`src/rtl/nn_pkg.sv`:
```
// rtl/nn_pkg.sv - shared Q8.8 constants, FSM encoding and layer geometry defaults
package nn_pkg;

    // Q8.8 fixed point format
    localparam int          FRAC_BITS = 8;
    localparam logic [15:0] Q_MAX     = 16'h7FFF;
    localparam logic [15:0] Q_MIN     = 16'h8000;

    // Layer geometry, shared with the network controller
    localparam int IN_N_DEF  = 4;
    localparam int NEU_N_DEF = 4;

    typedef enum logic [2:0] {
        ST_IDLE  = 3'd0,
        ST_FETCH = 3'd1,
        ST_DRAIN = 3'd2,
        ST_WRITE = 3'd3,
        ST_DONE  = 3'd4
    } state_t;

endpackage

```
`src/rtl/q88_sat_act.sv`:
```
// rtl/q88_sat_act.sv - accumulator to Q8.8 shift, saturate and optional ReLU
//
// Ports:
//   i_acc   signed accumulator, ACC_W bits, FRAC_BITS*2 fractional bits
//   i_relu  1 = clamp negative results to zero
//   o_q     DATA_W-bit Q8.8 result
module q88_sat_act
    import nn_pkg::*;
#(
    parameter int ACC_W  = 40,
    parameter int DATA_W = 16
) (
    input  logic signed [ACC_W-1:0]  i_acc,
    input  logic                     i_relu,
    output logic        [DATA_W-1:0] o_q
);

    // Largest / smallest DATA_W signed values, held at accumulator width
    localparam logic signed [ACC_W-1:0] L_MAX = ACC_W'((64'sd1 <<< (DATA_W - 1)) - 64'sd1);
    localparam logic signed [ACC_W-1:0] L_MIN = ~L_MAX;

    logic signed [ACC_W-1:0] w_sh;

    always_comb begin
        w_sh = i_acc >>> FRAC_BITS;
        if (w_sh > L_MAX) begin
            o_q = L_MAX[DATA_W-1:0];
        end else if (w_sh < L_MIN) begin
            o_q = L_MIN[DATA_W-1:0];
        end else begin
            o_q = w_sh[DATA_W-1:0];
        end
        if (i_relu && o_q[DATA_W-1]) begin
            o_q = '0;
        end
    end

endmodule

```
`src/rtl/layer_mac_engine.sv`:
```
// rtl/layer_mac_engine.sv - per-layer multiply-accumulate engine writing one result per neuron
//
// Ports:
//   clk, reset                     clock, synchronous active-high reset
//   start, layer, layer_sel        one-cycle launch, layer index, 1 = ReLU / 0 = linear
//   w_rd, w_addr, w_data           weight RAM read port (1-cycle latency)
//   a_rd, a_addr, a_bank, a_data   activation RAM read port (1-cycle latency)
//   o_we, o_addr, o_bank, o_data   result write port into the opposite bank
//   busy, done                     engine active / one-cycle completion pulse
module layer_mac_engine
    import nn_pkg::*;
#(
    parameter int DATA_W = 16,
    parameter int ADDR_W = 10,
    parameter int IN_N   = IN_N_DEF,
    parameter int NEU_N  = NEU_N_DEF,
    parameter int ACC_W  = 40
) (
    input  logic              clk,
    input  logic              reset,
    input  logic              start,
    input  logic [1:0]        layer,
    input  logic              layer_sel,
    output logic              w_rd,
    output logic [ADDR_W-1:0] w_addr,
    input  logic [DATA_W-1:0] w_data,
    output logic              a_rd,
    output logic [ADDR_W-1:0] a_addr,
    output logic              a_bank,
    input  logic [DATA_W-1:0] a_data,
    output logic              o_we,
    output logic [ADDR_W-1:0] o_addr,
    output logic              o_bank,
    output logic [DATA_W-1:0] o_data,
    output logic              busy,
    output logic              done
);

    localparam int K_W = (IN_N  > 1) ? $clog2(IN_N)  : 1;
    localparam int N_W = (NEU_N > 1) ? $clog2(NEU_N) : 1;
    localparam logic [K_W-1:0] K_LAST = K_W'(IN_N - 1);
    localparam logic [N_W-1:0] N_LAST = N_W'(NEU_N - 1);

    state_t                  r_state;
    logic [K_W-1:0]          r_k;
    logic [N_W-1:0]          r_n;
    logic [1:0]              r_layer;
    logic                    r_relu;
    logic                    r_pend;     // RAM data returned this cycle belongs to a fetch
    logic signed [ACC_W-1:0] r_acc;

    logic signed [2*DATA_W-1:0] w_prod;
    logic signed [ACC_W-1:0]    w_acc_next;
    logic [DATA_W-1:0]          w_act;

    function automatic logic [ADDR_W-1:0] f_waddr(input logic [1:0]     lay,
                                                  input logic [N_W-1:0] n,
                                                  input logic [K_W-1:0] k);
        return ADDR_W'(lay) * ADDR_W'(NEU_N * IN_N) + ADDR_W'(n) * ADDR_W'(IN_N) + ADDR_W'(k);
    endfunction

    assign w_prod     = $signed(w_data) * $signed(a_data);
    assign w_acc_next = r_pend ? (r_acc + ACC_W'(w_prod)) : r_acc;

    // Result is taken from w_acc_next in DRAIN so the last product is included
    q88_sat_act #(.ACC_W(ACC_W), .DATA_W(DATA_W)) u_act (
        .i_acc  (w_acc_next),
        .i_relu (r_relu),
        .o_q    (w_act)
    );

    always_ff @(posedge clk) begin
        if (reset) begin
            r_state <= ST_IDLE;
            r_k     <= '0;
            r_n     <= '0;
            r_layer <= '0;
            r_relu  <= 1'b0;
            r_pend  <= 1'b0;
            r_acc   <= '0;
            w_rd    <= 1'b0;
            w_addr  <= '0;
            a_rd    <= 1'b0;
            a_addr  <= '0;
            a_bank  <= 1'b0;
            o_we    <= 1'b0;
            o_addr  <= '0;
            o_bank  <= 1'b0;
            o_data  <= '0;
            busy    <= 1'b0;
            done    <= 1'b0;
        end else begin
            r_pend <= w_rd;
            r_acc  <= w_acc_next;
            o_we   <= 1'b0;
            done   <= 1'b0;
            case (r_state)
                ST_IDLE: begin
                    if (start) begin
                        r_state <= ST_FETCH;
                        r_layer <= layer;
                        r_relu  <= layer_sel;
                        a_bank  <= layer[0];
                        o_bank  <= ~layer[0];
                        r_n     <= '0;
                        r_k     <= '0;
                        w_rd    <= 1'b1;
                        a_rd    <= 1'b1;
                        w_addr  <= f_waddr(layer, '0, '0);
                        a_addr  <= '0;
                        busy    <= 1'b1;
                    end
                end
                ST_FETCH: begin
                    // Nothing is returning in a neuron's first fetch cycle, so clearing here is safe
                    if (r_k == '0) begin
                        r_acc <= '0;
                    end
                    if (r_k == K_LAST) begin
                        r_state <= ST_DRAIN;
                        w_rd    <= 1'b0;
                        a_rd    <= 1'b0;
                    end else begin
                        r_k    <= r_k + 1'b1;
                        w_addr <= f_waddr(r_layer, r_n, r_k + 1'b1);
                        a_addr <= ADDR_W'(r_k + 1'b1);
                    end
                end
                ST_DRAIN: begin
                    r_state <= ST_WRITE;
                    o_we    <= 1'b1;
                    o_addr  <= ADDR_W'(r_n);
                    o_data  <= w_act;
                    r_k     <= '0;
                end
                ST_WRITE: begin
                    if (r_n == N_LAST) begin
                        r_state <= ST_DONE;
                        done    <= 1'b1;
                    end else begin
                        r_state <= ST_FETCH;
                        r_n     <= r_n + 1'b1;
                        w_rd    <= 1'b1;
                        a_rd    <= 1'b1;
                        w_addr  <= f_waddr(r_layer, r_n + 1'b1, '0);
                        a_addr  <= '0;
                    end
                end
                ST_DONE: begin
                    r_state <= ST_IDLE;
                    busy    <= 1'b0;
                end
                default: r_state <= ST_IDLE;
            endcase
        end
    end

endmodule
```
`config.mk`:
```
export PLATFORM = sky130hd
export DESIGN_NAME = layer_mac_engine
export DESIGN_NICKNAME = d
export VERILOG_FILES = /design/src/rtl/nn_pkg.sv /design/src/rtl/q88_sat_act.sv /design/src/rtl/layer_mac_engine.sv
export SDC_FILE = /design/constraint.sdc
export NUM_CORES = 1
export LEC_CHECK = 0
export ABC_AREA = 1
export CORE_MARGIN = 2
export CORE_UTILIZATION = 48
export CTS_BUF_LIST = sky130_fd_sc_hd__clkbuf_2
export CTS_CLUSTER_DIAMETER = 150
export DETAILED_ROUTE_END_ITERATION = 10
export PLACE_DENSITY = 0.71
export SKIP_CTS_REPAIR_TIMING = 1
export SLEW_MARGIN = 40
export SYNTH_ARGS = -nofsm -noshare
export SYNTH_HDL_FRONTEND = slang
export SYNTH_SLANG_ARGS = --single-unit
```
`constraint.sdc`:
```
create_clock -name clk -period 19.98 [get_ports clk]
set_input_delay 3.996 -clock clk [delete_from_list [all_inputs] [get_ports clk]]
set_output_delay 3.996 -clock clk [all_outputs]
set_load 0.03 [all_outputs]
```
# Yosys cells after proc, flatten, opt, wreduce, memory -nomap -nowiden
# Cells that the tools add are included.
[word_totals] register_bits=95 inputBits=38 out_inout_bits=53 word_cells=84
[op_classes] n_addsub=7 mul=1 n_lt_le_gt_ge=2 eq_ne=10 muxes=30 bitwise=2 reduce_logical=15
[op_table] cell="$mux 40" count=3
[op_table] cell="$mux 10" count=6
[op_table] cell="$pmux 10 s3" count=2
[op_table] cell="$mux 16" count=3
[op_table] cell="$add 40x32->40" count=1
[op_table] cell="$gt 32x16->1 const B" count=1
[op_table] cell="$lt 32x16->1 const B" count=1
[op_table] cell="$mul 16x16->32" count=1
[op_table] cell="$add 6x4->7" count=2
[op_table] cell="$pmux 3 s4" count=1
[op_table] cell="$mux 3" count=3
[op_table] cell="$add 7x2->8" count=1
[op_table] cell="$ne 2x2->1 const B" count=4
[op_table] cell="$reduce_and 4->1" count=2
[op_table] cell="$eq 3x2->1 const B" count=2
[op_table] cell="$mux 2" count=3
[op_table] cell="$pmux 2 s3" count=1
[op_table] cell="$reduce_and 2->1" count=3
[op_table] cell="$reduce_and 3->1" count=2
[op_table] cell="$reduce_bool 3->1" count=2
[op_table] cell="$mux 1" count=5
[op_table] cell="$add 2x1->2 const B" count=2
[op_table] cell="$eq 2x2->1 const B" count=2
[op_table] cell="$pmux 2 s2" count=1
[op_table] cell="other kinds (11)" count=13

# Depth between registers and ports, before layout
# Gate-level depths: netlist of the first run.
[depth] ltp_word=8 mapped_depth=39 mapped_depth_nobuf=36

# Hierarchy
# Synthesis of the first run repeated with hierarchy kept, for this count alone.
[hier_totals] cells_unflattened=2428 hier_area_um2=17611.9
[by_module_without_submodules] mod="layer_mac_engine" n_inst=1 cells_each=2331 area_each_um2=17221.5 seq_area_each_um2=1661.6
[by_module_without_submodules] mod="q88_sat_act" n_inst=1 cells_each=97 area_each_um2=390.4 seq_area_each_um2=0.0

# Worst setup path before layout of the first run
# Ideal clock, no wire load.
[synth_timing] path_kind="input to register" from="input a_data[3]" to="register o_data[2]" setup_time_ps=132 arrival_time_ps=10144 t_required_ps=19848 setup_slack_ps=9704 cell_stages=31 n_path_buf=3 path_cell_list="clkbuf_1 clkbuf_1 nand2_1 inv_1 fa_1 fa_1 inv_1 fa_1 fa_1 inv_1 fa_1 inv_1 fa_1 inv_1 ha_1 inv_1 nor3_1 nand2_1 nor2_2 nand3_1 nand3_1 nand2_1 nand3_1 nand3_1 nor3_1 nand3_1 nand2_2 buf_6 nand2_1 nand3_1 a21oi_1"
[synth_via] elab_chain_len=8 elab_cells_between_ends=9 cone_classes="add/sub: 1; mul: 1; order compare: 2; mux: 4; reduce/logical: 1"
[synth_rtl] item="from (decl)" line_no="layer_mac_engine.sv:30" rtl="input logic [DATA_W-1:0] a_data,"
[synth_rtl] item="$mul 16x16->32 (*)" line_no="layer_mac_engine.sv:62" rtl="assign w_prod = $signed(w_data) * $signed(a_data);"
[synth_rtl] item="$add 40x32->40 (*)" line_no="layer_mac_engine.sv:63" rtl="assign w_acc_next = r_pend ? (r_acc + ACC_W'(w_prod)) : r_acc;"
[synth_rtl] item="$mux 40 (*)" line_no="layer_mac_engine.sv:63"
[synth_rtl] item="$lt 32x16->1" line_no="q88_sat_act.sv:28" rtl="end else if (w_sh < L_MIN) begin"
[synth_rtl] item="$mux 16" line_no="q88_sat_act.sv:28"
[synth_rtl] item="$mux 16 (*)" line_no="q88_sat_act.sv:26" rtl="if (w_sh > L_MAX) begin"
[synth_rtl] item="$logic_and 1x1->1" line_no="q88_sat_act.sv:33" rtl="if (i_relu && o_q[DATA_W-1]) begin"
[synth_rtl] item="$mux 16 (*)" line_no="q88_sat_act.sv:33"
[synth_rtl] item="to (signal assigned)" line_no="layer_mac_engine.sv:133" rtl="o_data <= w_act;"
[synth_rtl] item="to (decl)" line_no="layer_mac_engine.sv:34" rtl="output logic [DATA_W-1:0] o_data,"
# Every way passes the cells marked *; elsewhere a longest branch is shown, timed or not.
# A chain may end at the register's enable or synchronous reset.

# Worst setup path after layout of the first run
[layout_timing] from="input w_data[15]" to="register o_data[5]"
[layout_via] elab_chain_len=8 elab_cells_between_ends=9 cone_classes="add/sub: 1; mul: 1; order compare: 2; mux: 4; reduce/logical: 1"
[layout_rtl] item="from (decl)" line_no="layer_mac_engine.sv:26" rtl="input logic [DATA_W-1:0] w_data,"
[layout_rtl] item="$mul 16x16->32 (*)" line_no="layer_mac_engine.sv:62"
[layout_rtl] item="$add 40x32->40 (*)" line_no="layer_mac_engine.sv:63"
[layout_rtl] item="$mux 40 (*)" line_no="layer_mac_engine.sv:63"
[layout_rtl] item="$lt 32x16->1" line_no="q88_sat_act.sv:28"
[layout_rtl] item="$mux 16" line_no="q88_sat_act.sv:28"
[layout_rtl] item="$mux 16 (*)" line_no="q88_sat_act.sv:26"
[layout_rtl] item="$logic_and 1x1->1" line_no="q88_sat_act.sv:33"
[layout_rtl] item="$mux 16 (*)" line_no="q88_sat_act.sv:33"
# Marks and branches as above.

==> results.txt, run 1 <==
----------------------------------------------------
[Run status]
  Outcome ... completed

[Worst setup path]
  Required time of the critical path ... just over 20 ns
  Largest delay share family, worst path ... adder cells
  Largest fanout on the critical path ... 16
  Crit end category ... flip-flop
  Critical path depth ... 27
  Slowest-stage cell, CP ... sky130_fd_sc_hd__fa_1
  Largest stage delay on the critical path ... 0.77 ns
  Buf/Inv on CP ... 6
  Worst r2r path cells ... 27
  Crit path DAT ... 11.85 ns
  Type of element launching the critical path ... input pin
  Crit Path Class ... input pin to flip-flop
  Crit-path most repeated cell ... sky130_fd_sc_hd__fa_1

[STA]
  Hold violation count in the final report ... 0
  Final setup violating endpoints ... 0
  Post-route clock period utilization ... 0.5638
  Unrepaired setup endpoints after global routing ... false
  Max_slew headroom ... 0.4440
  Final Critical Period ... roughly 11 ns
  Tightest Pin Transition ... approximately 0.83 ns
  Slew Limit Fails ... 0
  Maximum achievable frequency ... 0.08877 GHz
  Worst clock skew ... 0.02840 ns
  Setup total negative slack ... 0 ns

[Global routing]
  Overflow left after global routing ... 0
  Largest net degree at the start of global routing ... 65
  Antenna violations before repair ... 1
  Total track usage ... 0.2454
  Wire length of the first global-routing pass ... about 75000 µm
  Number of global-route vias before repair ... between 10000 and 15000

[Final layout]
  Leading cell type in the layout, fill and taps excluded ... sky130_fd_sc_hd__inv_1
  Area growth from synthesis to final layout ... 5.986%
  Commonest non-fill, non-tap cells in the layout ... 668 x sky130_fd_sc_hd__inv_1, 618 x sky130_fd_sc_hd__nand2_1, 330 x sky130_fd_sc_hd__fa_1
  Post-route design area ... 18320 µm²
  Proportion of layout cells with a drive suffix above 1 ... 0.03450
  Count of nets after finishing ... about 2800

[Floorplan]
  Die extent in x ... about 190 µm
  Core box area ... 35480 µm²
  Number of core rows ... 69
  Floorplan die area ... 37550 µm²
  Overall die height ... just under 200 µm
  Starting utilization of the core area ... 0.4872
  Top Ports ... between 90 and 100

[Drt]
  Average via count per standard cell ... approximately 5
  Number of design rule violations left after detail routing ... 0
  Routed wire length per instance ... about 15 µm
  Starting DRC count in detailed routing ... ~890
  Length of the first detailed-routing pass in iterations ... 6
  Via count ... 13650
  DRT antenna net count ... 0
  Wire length after detailed routing ... 43360 µm

[Placement]
  PortBufs ... 71
  Final Wtd Congestion ... 0.9429
  Detailed placer's ending HPWL ... ~37000 µm
  Placed Area ... between 15000 and 20000 µm²

[Min path]
  Number of cells on the worst hold path ... 2
  Hold crit path type ... flip-flop to flip-flop

[Clock network]
  CTS tree ... built
  Clock latency on the worst-skew pair ... between 0.6 and 0.7 ns
  H-tree level count ... 3
  Number of buffers created by CTS ... 9
  Worst-case clock buffer depth ... 2
  Clock input transition at the sequential cells of the worst setup and hold paths ... roughly 0.30 ns
  Clock root buffer ... sky130_fd_sc_hd__clkbuf_2
  Number of clock sinks seen by CTS ... 83

[Yosys]
  Seq/Total Area, Yosys ... 0.09612
  Number of instances in the synthesized netlist ... approximately 2300
  Post-Syn Area per Cell ... ~7.4 µm²
  FF+latch count, synth ... 83
  Synthesis Warnings ... 0
  Mapped Area ... between 15000 and 20000 µm²
  Count of different cell masters after synthesis ... 40

[Run]
  Number of max-capacitance violations reported ... 0

----------------------------------------------------
-- logic make-up after synthesis --
logic type               count (synthesis)  share of synthesized area
adder cells (fa/ha/maj)                448                     0.4676
other                                    1                  0.0002169
AND/OR/NAND/NOR                        885                     0.2103
AO/OA/AOI/OAI                          123                    0.03822
buffers and inverters                  778                     0.1754
flip-flops                              83                    0.09612
XOR/XNOR                                24                    0.01216
-- per-stage QoR --
stage / util / worst slack, ns / hold slack, ns / cells
2_1_floorplan: - / 9.704 / 0.4446 / 2360
3_3_place_gp: 0.5124 / 8.248 / 0.4361 / 2792
6_report: 0.5163 / 8.714 / 0.4726 / 2810
3_5_place_dp: 0.5125 / 8.058 / 0.4381 / 2792
5_1_grt: 0.5163 / 8.159 / 0.4946 / 2810
4_1_cts: 0.5160 / 8.728 / 0.4688 / 2808
-- synthesized netlist by cell type, drive strengths merged --
master  number  area [µm²]
dfxtp       83        1662
nor3b        1       7.510
a21boi       1       11.26
o211ai       3       22.52
fa         330        6606
clkbuf      73       275.3
o21ai       27       138.9
conb         1       3.750
clkinv       2       7.510
nand3       85       455.4
nor2       124       500.5
nand4       12       75.07
o21bai       3       22.52
nand2      636        2437
a211oi       2       15.01
inv        671        2519
xor2        14       122.6
a21oi       79       395.4
o311ai       1       8.760
ha         118        1476
nand3b       1       7.510
or2         14       87.58
a31oi        5       31.28
buf         32       230.2
a21o         2       15.01
nor3        12       65.06
xnor2       10       87.58
-- worst paths after layout --
kind	start	end	slack (ns)
setup / recovery	w_data[15]	o_data[5]	8.71
hold reg to reg	a_addr[2]	a_addr[2]	0.47
setup reg to reg	r_acc[15]	o_data[5]	14.10
hold / removal	a_addr[2]	a_addr[2]	0.47
-- state kept, by name, summed over array words and instances (netlist names) --
name,count
a_addr,3
o_data,16
o_addr,2
r_relu,1
r_state,3
r_acc,40
o_bank,1
r_n,2
w_addr,6
busy,1
r_pend,1
done,1
r_layer,2
o_we,1
a_rd,1
r_k,2
-- per-layer routing --
layer,vias up,GRT usage,share of wire
met3,45,0.02783,0.046
met1,6654,0.3437,0.46
met5,-,0,0
met2,300,0.4149,0.49
li1,6647,-,-
met4,0,0.04665,0.013
-- worst register-to-register path, stage by stage (launching register included) --
cell and delay [ns]:
sky130_fd_sc_hd__dfxtp_1 0.41, sky130_fd_sc_hd__inv_1 0.07, sky130_fd_sc_hd__fa_1 0.51, sky130_fd_sc_hd__inv_1 0.06, sky130_fd_sc_hd__fa_1 0.53, sky130_fd_sc_hd__fa_1 0.44
sky130_fd_sc_hd__fa_1 0.49, sky130_fd_sc_hd__inv_1 0.06, sky130_fd_sc_hd__fa_1 0.54, sky130_fd_sc_hd__inv_1 0.05, sky130_fd_sc_hd__ha_1 0.36, sky130_fd_sc_hd__nand2_1 0.13
sky130_fd_sc_hd__nor2_1 0.18, sky130_fd_sc_hd__nand2_1 0.14, sky130_fd_sc_hd__nor2_1 0.11, sky130_fd_sc_hd__nand2_1 0.13, sky130_fd_sc_hd__nand4_1 0.14, sky130_fd_sc_hd__nand3_1 0.09
sky130_fd_sc_hd__nand2_1 0.14, sky130_fd_sc_hd__nand2_1 0.06, sky130_fd_sc_hd__nor2_1 0.25, sky130_fd_sc_hd__nand4_1 0.15, sky130_fd_sc_hd__nor2_1 0.13, sky130_fd_sc_hd__nand3_1 0.10
sky130_fd_sc_hd__nand2_2 0.24, sky130_fd_sc_hd__nand2_1 0.10, sky130_fd_sc_hd__nand3_1 0.07, sky130_fd_sc_hd__a21oi_1 0.08
-- final cells by class --
class | instances | area, µm²
diodes | 1 | 2.502
clock buffers | 9 | 45.04
clock inverters | 7 | 76.32
fillers | 3464 | 17160
inverters | 673 | 2526
multi-input cells | 1499 | 12670
flip-flops and latches | 83 | 1663
well taps | 461 | 576.8
repair buffers | 77 | 759.5
Power of run 1 is not shown: default switching activity piles up to over one toggle a cycle in this logic, so the estimate is an artifact.
==> run 2: changes to the inputs <==
==> constraint.sdc (replaced) <==
create_clock -name clk -period 10.65 [get_ports clk]
set_input_delay 2.13 -clock clk [delete_from_list [all_inputs] [get_ports clk]]
set_output_delay 2.13 -clock clk [all_outputs]
set_load 0.03 [all_outputs]
==> run 2 against run 1 <==
- first-iteration DRC count down 5.4%
- wire length shrank 0.52%
- critical path type unchanged
- utilization increased by 0.24 points
- critical path depth unchanged
- via count rose by 0.99%
- design area up 0.46%
- final cell count up 0.32%
==> results.txt, run 2 (synthesized netlist as in run 1, its figures left out) <==
----------------------------------------------------
[Run status]
  Outcome ... completed

[STA]
  Tightest Pin Transition ... approximately 0.85 ns
  Hold violation count in the final report ... 0
  Post-route clock period utilization ... 0.8879
  Setup total negative slack ... 0 ns
  Worst clock skew ... 0.03578 ns
  Final Critical Period ... around 9.5 ns
  Final hold slack ... around 0.47 ns
  Final setup violating endpoints ... 0
  Maximum achievable frequency ... ~0.11 GHz
  Max_slew headroom ... 0.4282
  Unrepaired setup endpoints after global routing ... false
  Slew Limit Fails ... 0

[Global routing]
  Wire length of the first global-routing pass ... around 74000 µm
  Largest net degree at the start of global routing ... 66
  Total track usage ... 0.2430
  Overflow left after global routing ... 0
  Antenna violations before repair ... 1
  Number of global-route vias before repair ... about 15000

[Floorplan]
  Die extent in x ... 193.8 µm
  Overall die height ... 193.8 µm
  Number of core rows ... between 60 and 70
  Core box area ... around 35000 µm²
  Starting utilization of the core area ... 0.4872
  Floorplan die area ... ~38000 µm²
  Top Ports ... roughly 90

[Min path]
  Hold crit path type ... flip-flop to flip-flop

[Placement]
  Final Wtd Congestion ... around 0.95
  PortBufs ... around 70
  Placed Area ... roughly 18000 µm²
  Detailed placer's ending HPWL ... 37630 µm

[Worst setup path]
  Crit Path Class ... input pin to flip-flop
  Crit path DAT ... roughly 10 ns
  Required time of the critical path ... roughly 11 ns
  Largest fanout on the critical path ... 16
  Crit end category ... flip-flop
  Type of element launching the critical path ... input pin
  Register-to-Register Setup Slack ... ~4.8 ns

[Final layout]
  Post-route design area ... about 18000 µm²
  Most flop-heavy register ... r_acc
  Top Registers ... r_acc (40), o_data (16), w_addr (6)
  Count of nets after finishing ... about 2800
  Commonest non-fill, non-tap cells in the layout ... 669 x sky130_fd_sc_hd__inv_1, 618 x sky130_fd_sc_hd__nand2_1, 330 x sky130_fd_sc_hd__fa_1
  Proportion of layout cells with a drive suffix above 1 ... 0.03818
  Area growth from synthesis to final layout ... 6.471%
  Leading cell type in the layout, fill and taps excluded ... sky130_fd_sc_hd__inv_1
  Flip-flop count of the largest register after layout ... 40

[Drt]
  Via count ... 13780
  Length of the first detailed-routing pass in iterations ... 5
  Average via count per standard cell ... between 4 and 5
  Starting DRC count in detailed routing ... 845
  Wire length after detailed routing ... about 43000 µm
  Met3 wire length ... between 1500 and 2000 µm
  Top routing layer in use ... met4
  DRT antenna net count ... 0
  Routed wire length per instance ... approximately 15 µm
  Number of design rule violations left after detail routing ... 0
  Met1 wire length ... 19340 µm
  Met2 wire len ... 20820 µm

[Clock network]
  Clock latency on the worst-skew pair ... 0.62 ns
  Number of buffers created by CTS ... 9
  Number of clock sinks seen by CTS ... 83
  CTS tree ... built
  Worst-case clock buffer depth ... 2
  Clock root buffer ... sky130_fd_sc_hd__clkbuf_2
  H-tree level count ... 3
  Clock input transition at the sequential cells of the worst setup and hold paths ... roughly 0.28 ns

[Run]
  Number of max-capacitance violations reported ... 0

----------------------------------------------------
-- run 2: path summary, 6_finish.rpt --
check        startpoint          to  cells past startpoint
max          w_data[15]  o_data[12]                     27
min           a_addr[2]   a_addr[2]                      2
max reg2reg   r_acc[15]  o_data[12]                     27
min reg2reg   a_addr[2]   a_addr[2]                      2
-- run 2: final cells by class --
class                           instances  area (µm²)
Fill cell                            3490       17080
Multi-Input combinational cell       1499       12670
Inverter                              673        2526
Sequential cell                        83        1663
Timing Repair Buffer                   86       823.3
Tap cell                              461       576.8
Clock inverter                          7       96.34
Clock buffer                            9       45.04
Antenna cell                            1       2.502
-- run 2: metal layers --
layer  track usage  vias to the layer above
li1              -                     6664
met1        0.3356                     6706
met2        0.4097                      343
met3       0.02696                       68
met4       0.06192                        0
met5             0                        -
-- run 2: critical path, cell delays in order --
cell and delay (ns):
sky130_fd_sc_hd__clkdlybuf4s50_1 0.74, sky130_fd_sc_hd__nand2_1 0.31, sky130_fd_sc_hd__inv_1 0.09, sky130_fd_sc_hd__fa_1 0.77, sky130_fd_sc_hd__fa_1 0.49, sky130_fd_sc_hd__inv_1 0.32, sky130_fd_sc_hd__fa_1 0.61, sky130_fd_sc_hd__fa_1 0.79
sky130_fd_sc_hd__inv_1 0.17, sky130_fd_sc_hd__fa_1 0.50, sky130_fd_sc_hd__inv_1 0.05, sky130_fd_sc_hd__fa_1 0.47, sky130_fd_sc_hd__inv_1 0.04, sky130_fd_sc_hd__ha_1 0.34, sky130_fd_sc_hd__nand2_1 0.12, sky130_fd_sc_hd__nor3_1 0.29
sky130_fd_sc_hd__nand2_1 0.14, sky130_fd_sc_hd__nor2_2 0.15, sky130_fd_sc_hd__nand3_1 0.13, sky130_fd_sc_hd__nand3_1 0.16, sky130_fd_sc_hd__nand3_1 0.11, sky130_fd_sc_hd__a21o_1 0.18, sky130_fd_sc_hd__nand3_2 0.06, sky130_fd_sc_hd__o21ai_2 0.11
sky130_fd_sc_hd__nand2_1 0.40, sky130_fd_sc_hd__nand3_1 0.14, sky130_fd_sc_hd__a21oi_1 0.17
-- run 2: per-stage QoR --
step | setup slack, ns | instances | utilization
4_1_cts | 1.255 | 2818 | 0.5186
3_3_place_gp | 0.7980 | 2802 | 0.5145
2_1_floorplan | 2.240 | 2360 | -
6_report | 1.194 | 2819 | 0.5187
5_1_grt | 0.6936 | 2819 | 0.5187
3_5_place_dp | 0.6029 | 2802 | 0.5147
Power of run 2 is left out for the same reason.
